### src/rtl/pipelined_mac_param.sv
// Signed multiply-accumulate engine: S-stage pipelined multiplier feeding a
// restartable accumulator with selectable saturating or wrapping overflow.
module pipelined_mac_param #(
  parameter int unsigned WIDTH       = 14,
  parameter int unsigned ACC_WIDTH   = 28,
  parameter int unsigned MULT_STAGES = 6,
  parameter bit          SATURATE    = 1'b1
) (
  input  logic                        clk,
  input  logic                        reset,
  input  logic signed [WIDTH-1:0]     a,
  input  logic signed [WIDTH-1:0]     b,
  input  logic                        valid_in,
  input  logic                        clear_acc,
  output logic signed [ACC_WIDTH-1:0] f,
  output logic                        valid_out,
  output logic                        overflow
);

  localparam int unsigned ProdW = 2 * WIDTH;
  localparam int unsigned SumW  = ACC_WIDTH + 1;

  localparam logic signed [ACC_WIDTH-1:0] AccMax = {1'b0, {(ACC_WIDTH - 1){1'b1}}};
  localparam logic signed [ACC_WIDTH-1:0] AccMin = {1'b1, {(ACC_WIDTH - 1){1'b0}}};

  logic signed [ProdW-1:0]     prod_q [MULT_STAGES];
  logic [MULT_STAGES-1:0]      valid_q;
  logic [MULT_STAGES-1:0]      clear_q;

  logic signed [ACC_WIDTH-1:0] f_q, f_d;
  logic                        overflow_q, overflow_d;
  logic                        valid_out_q, valid_out_d;

  logic signed [ACC_WIDTH-1:0] prod_ext;
  logic signed [SumW-1:0]      sum;
  logic                        sum_ovf;

  // Product is formed in stage 1 and delayed; synthesis retiming spreads the
  // multiplier across the trailing registers.
  always_ff @(posedge clk or negedge reset) begin
    if (!reset) begin
      valid_q <= '0;
      clear_q <= '0;
      for (int i = 0; i < MULT_STAGES; i++) begin
        prod_q[i] <= '0;
      end
    end else begin
      valid_q[0] <= valid_in;
      clear_q[0] <= valid_in & clear_acc;
      prod_q[0]  <= ProdW'(a) * ProdW'(b);
      for (int i = 1; i < MULT_STAGES; i++) begin
        valid_q[i] <= valid_q[i-1];
        clear_q[i] <= clear_q[i-1];
        prod_q[i]  <= prod_q[i-1];
      end
    end
  end

  always_comb begin
    prod_ext    = ACC_WIDTH'(prod_q[MULT_STAGES-1]);
    sum         = SumW'(f_q) + SumW'(prod_ext);
    // Top two bits disagree exactly when the sum left the accumulator range.
    sum_ovf     = sum[ACC_WIDTH] ^ sum[ACC_WIDTH-1];
    f_d         = f_q;
    overflow_d  = overflow_q;
    valid_out_d = valid_q[MULT_STAGES-1];
    if (valid_q[MULT_STAGES-1]) begin
      if (clear_q[MULT_STAGES-1]) begin
        f_d        = prod_ext;
        overflow_d = 1'b0;
      end else if (sum_ovf) begin
        overflow_d = 1'b1;
        if (SATURATE) begin
          f_d = sum[ACC_WIDTH] ? AccMin : AccMax;
        end else begin
          f_d = sum[ACC_WIDTH-1:0];
        end
      end else begin
        f_d = sum[ACC_WIDTH-1:0];
      end
    end
  end

  always_ff @(posedge clk or negedge reset) begin
    if (!reset) begin
      f_q         <= '0;
      overflow_q  <= 1'b0;
      valid_out_q <= 1'b0;
    end else begin
      f_q         <= f_d;
      overflow_q  <= overflow_d;
      valid_out_q <= valid_out_d;
    end
  end

  assign f         = f_q;
  assign overflow  = overflow_q;
  assign valid_out = valid_out_q;

endmodule

### config.mk
export PLATFORM = sky130hd
export DESIGN_NAME = pipelined_mac_param
export DESIGN_NICKNAME = d
export VERILOG_FILES = /design/src/rtl/pipelined_mac_param.sv
export SDC_FILE = /design/constraint.sdc
export NUM_CORES = 1
export LEC_CHECK = 0
export ABC_AREA = 1
export CAP_MARGIN = 20
export CORE_ASPECT_RATIO = 1.2
export CORE_MARGIN = 2
export CORE_UTILIZATION = 30
export CTS_BUF_LIST = sky130_fd_sc_hd__clkbuf_2 sky130_fd_sc_hd__clkbuf_4 sky130_fd_sc_hd__clkbuf_8
export CTS_CLUSTER_SIZE = 30
export DETAILED_ROUTE_END_ITERATION = 16
export GPL_TIMING_DRIVEN = 0
export HOLD_SLACK_MARGIN = 0.02
export PLACE_DENSITY_LB_ADDON = 0.3
export REMOVE_ABC_BUFFERS = 1
export SLEW_MARGIN = 20
export SYNTH_ARGS = -nofsm -noshare
export SYNTH_HDL_FRONTEND = slang
export SYNTH_SLANG_ARGS = --single-unit
### constraint.sdc
create_clock -name clk -period 6.1 [get_ports clk]
set_input_delay 0.61 -clock clk [delete_from_list [all_inputs] [get_ports clk]]
set_output_delay 0.61 -clock clk [all_outputs]
set_load 0.01 [all_outputs]
==> out/metrics.cfg <==
[grt]
grt_first_pass_wirelength_um = 57600
grt_util_met3 = 0.0136
grt_pass1_vias = 11909
grtUsageMet2 = 0.238
grt_use_met1 = 0.154
antenna_found_initial = 0
busiest_layer = met2
grt.total_usage = 0.127
grt_start_max_net_pins = 106
grt_overflow_total = 0

[sta]
clock.fmax_ghz = 0.172
skew_ns = 0.0181
tightest_slew_ns = 0.888
finalHoldViolCount = 0
rsz0062_at_grt = true
slew_viol_final = 0
finalCritPeriodShare = 0.956
min_period_ns = 5.83
maxSlewHeadroom = 0.408
setup_viol = 0

[floorplan]
core_um2 = 52500
die_height_um = 256
io_pins = 62
start_util = 0.303
die_w_um = 214
dieArea_um2 = 54900
rows = 92

[worst_setup_path]
path_cells = clkdlybuf4s50_1, nand2_1, fa_1, fa_1, inv_1, fa_1, fa_1, fa_1, inv_1, fa_1, inv_1, ha_1, nand2_1, inv_1, a21oi_1, o21ai_0, a31oi_2, o21ai_0, xor2_1
cp_num_buf_inv = 5
cp_top_family = adder cells
rrSetupSlack_ns = 2.93
worstPathArrival_ns = 6.23
critPathLaunch = b[11]
cpMostUsedCell = fa_1
cp-end-kind = register
path_class = primary input to register
cp_max_fo = 14
worstSetupStartpointType = primary input
max_stage_delay_ns = 0.86
crit_slowest_cell = clkdlybuf4s50_1
crit_required_ns = 6.50
r2r-start = f[0]

[hold_path]
hold_path.class = register to register
hold_start = prod_q[28]

[drt]
drtPass1Iterations = 4
route.detailed.drc = 0
routed_wl_um = 33200
vias_per_cell = 4.22
ant_nets = 0
wl_per_cell_um = 12.9
num_vias = 10896
first_iter_violations = 434

[synth]
yosysSeqAreaShare = 0.330
synth_cell_types = 37
synth_warnings = 0
syn_inst = 1788
synth_edf_count = 0
synth_area_um2 = 15900
synth-seq-cells = 210
syn-mean-instance-area_um2 = 8.90
async_flop_share = 1.00
synth_flop_cell = dfrtp_1

[cts]
ctsLongestPathBuffers = 3
cts_sinks = 210
clock_latency_ns = 0.52
cts_tree = yes
clk_pin_slew_ns = 0.06
cts_root_buf = clkbuf_8
cts_made_buffers = 35
htreeDepth = 2

[placement]
place_congestion = 0.898
dpl_cell_area_um2 = 17300
dp_hpwl_um = 27100
portBuffers = 61

[final_layout]
synthToLayoutAreaGrowth_pct = 13.7
num_antenna_cells = 0
fin_area_um2 = 18100
fin_util = 0.345
finalNetCount = 2175
drive_gt1_frac = 0.0645

[job]
drv_cap = 0

[status]
run_status = finished, final reports clean

## cells in the mapped netlist (all sizes together) (2+ instances only)
cell type	number	area share
a211oi	2	0.00094
a21o	5	0.0024
a21oi	48	0.018
a31oi	4	0.0016
buf	4	0.0024
clkbuf	35	0.0083
dfrtp	210	0.33
fa	196	0.25
ha	95	0.075
inv	418	0.099
nand2	494	0.12
nand3	37	0.013
nand3b	2	0.00094
nand4	14	0.0055
nor2	120	0.029
nor3	7	0.0022
nor4	2	0.00079
o211ai	2	0.00094
o21ai	23	0.0072
o21bai	6	0.0028
or2	7	0.0028
xnor2	17	0.0094
xor2	35	0.019
## cell type report
cell class / count / area (um2)
Clock buffer: 51 / 639
Sequential cell: 210 / 5260
Clock inverter: 9 / 100
Fill cell: 5500 / 34400
Inverter: 419 / 1570
Multi-Input combinational cell: 1120 / 8930
Timing Repair Buffer: 66 / 716
Tap cell: 705 / 882
## registers in the layout, indices dropped and copies added, names as in the netlist
name       flops
valid_q        6
valid_out      1
prod_ext      28
clear_q        6
f             28
overflow       1
prod_q       140
## routing by layer
metal	wire length, um	vias to the layer above
met5	0	-
met4	630	0
met3	908	43
met2	17200	155
met1	14500	5333
li1	-	5365
## stage by stage
stage	std cells	setup TNS (ns)	hold slack, ns	worst slack [ns]
floorplan	1749	0	0.314	0.604
CTS	2578	0	0.338	0.00626
detailed placement	2517	-9.13	0.335	-1.03
finish	2580	0	0.338	0.269
global placement	2515	-819.00	0.332	-3.89
global route	2580	-0.00625	0.348	-0.00625
## timing repair
| action | 4_1_cts | 5_1_grt |
|---|---|---|
| pin swaps | 0 | 1 |
| buffers inserted | 0 | 2 |
| cloned | 0 | 0 |
| hold buffers | 1 | 0 |
| hold endpoints to repair | 36 | 0 |
| setup endpoints to repair | 7 | 13 |
| gates resized for setup | 16 | 24 |
## worst paths after layout
kind | endpoint | cells after the start
setup / recovery | prod_q[163] | 19
hold / removal | prod_ext[0] | 0
setup reg to reg | f[15] | 15
hold reg to reg | prod_ext[0] | 0
max in group asynchronous | prod_q[111] | 4
min in group asynchronous | f[7] | 2
## cells by family after synthesis
logic type,after synthesis,share of synthesized area
fa+ha+maj,291,0.321
simple gates,685,0.175
compound gates,92,0.0348
flops,210,0.330
xor+xnor,52,0.0286
buf+inv,458,0.109
## layout by cell type, fill, tap and decap left out, types with 17 or more instances in the layout
cell,count
nand2_1,474
inv_1,414
dfrtp_1,210
fa_1,195
nor2_1,113
ha_1,95
a21oi_1,42
clkbuf_8,41
clkdlybuf4s50_1,36
xor2_1,35
nand3_1,33
o21ai_0,21
nand2_2,19
xnor2_1,17
Power is not shown: default switching activity piles up to over one toggle a cycle in this logic, so the estimate is an artifact.
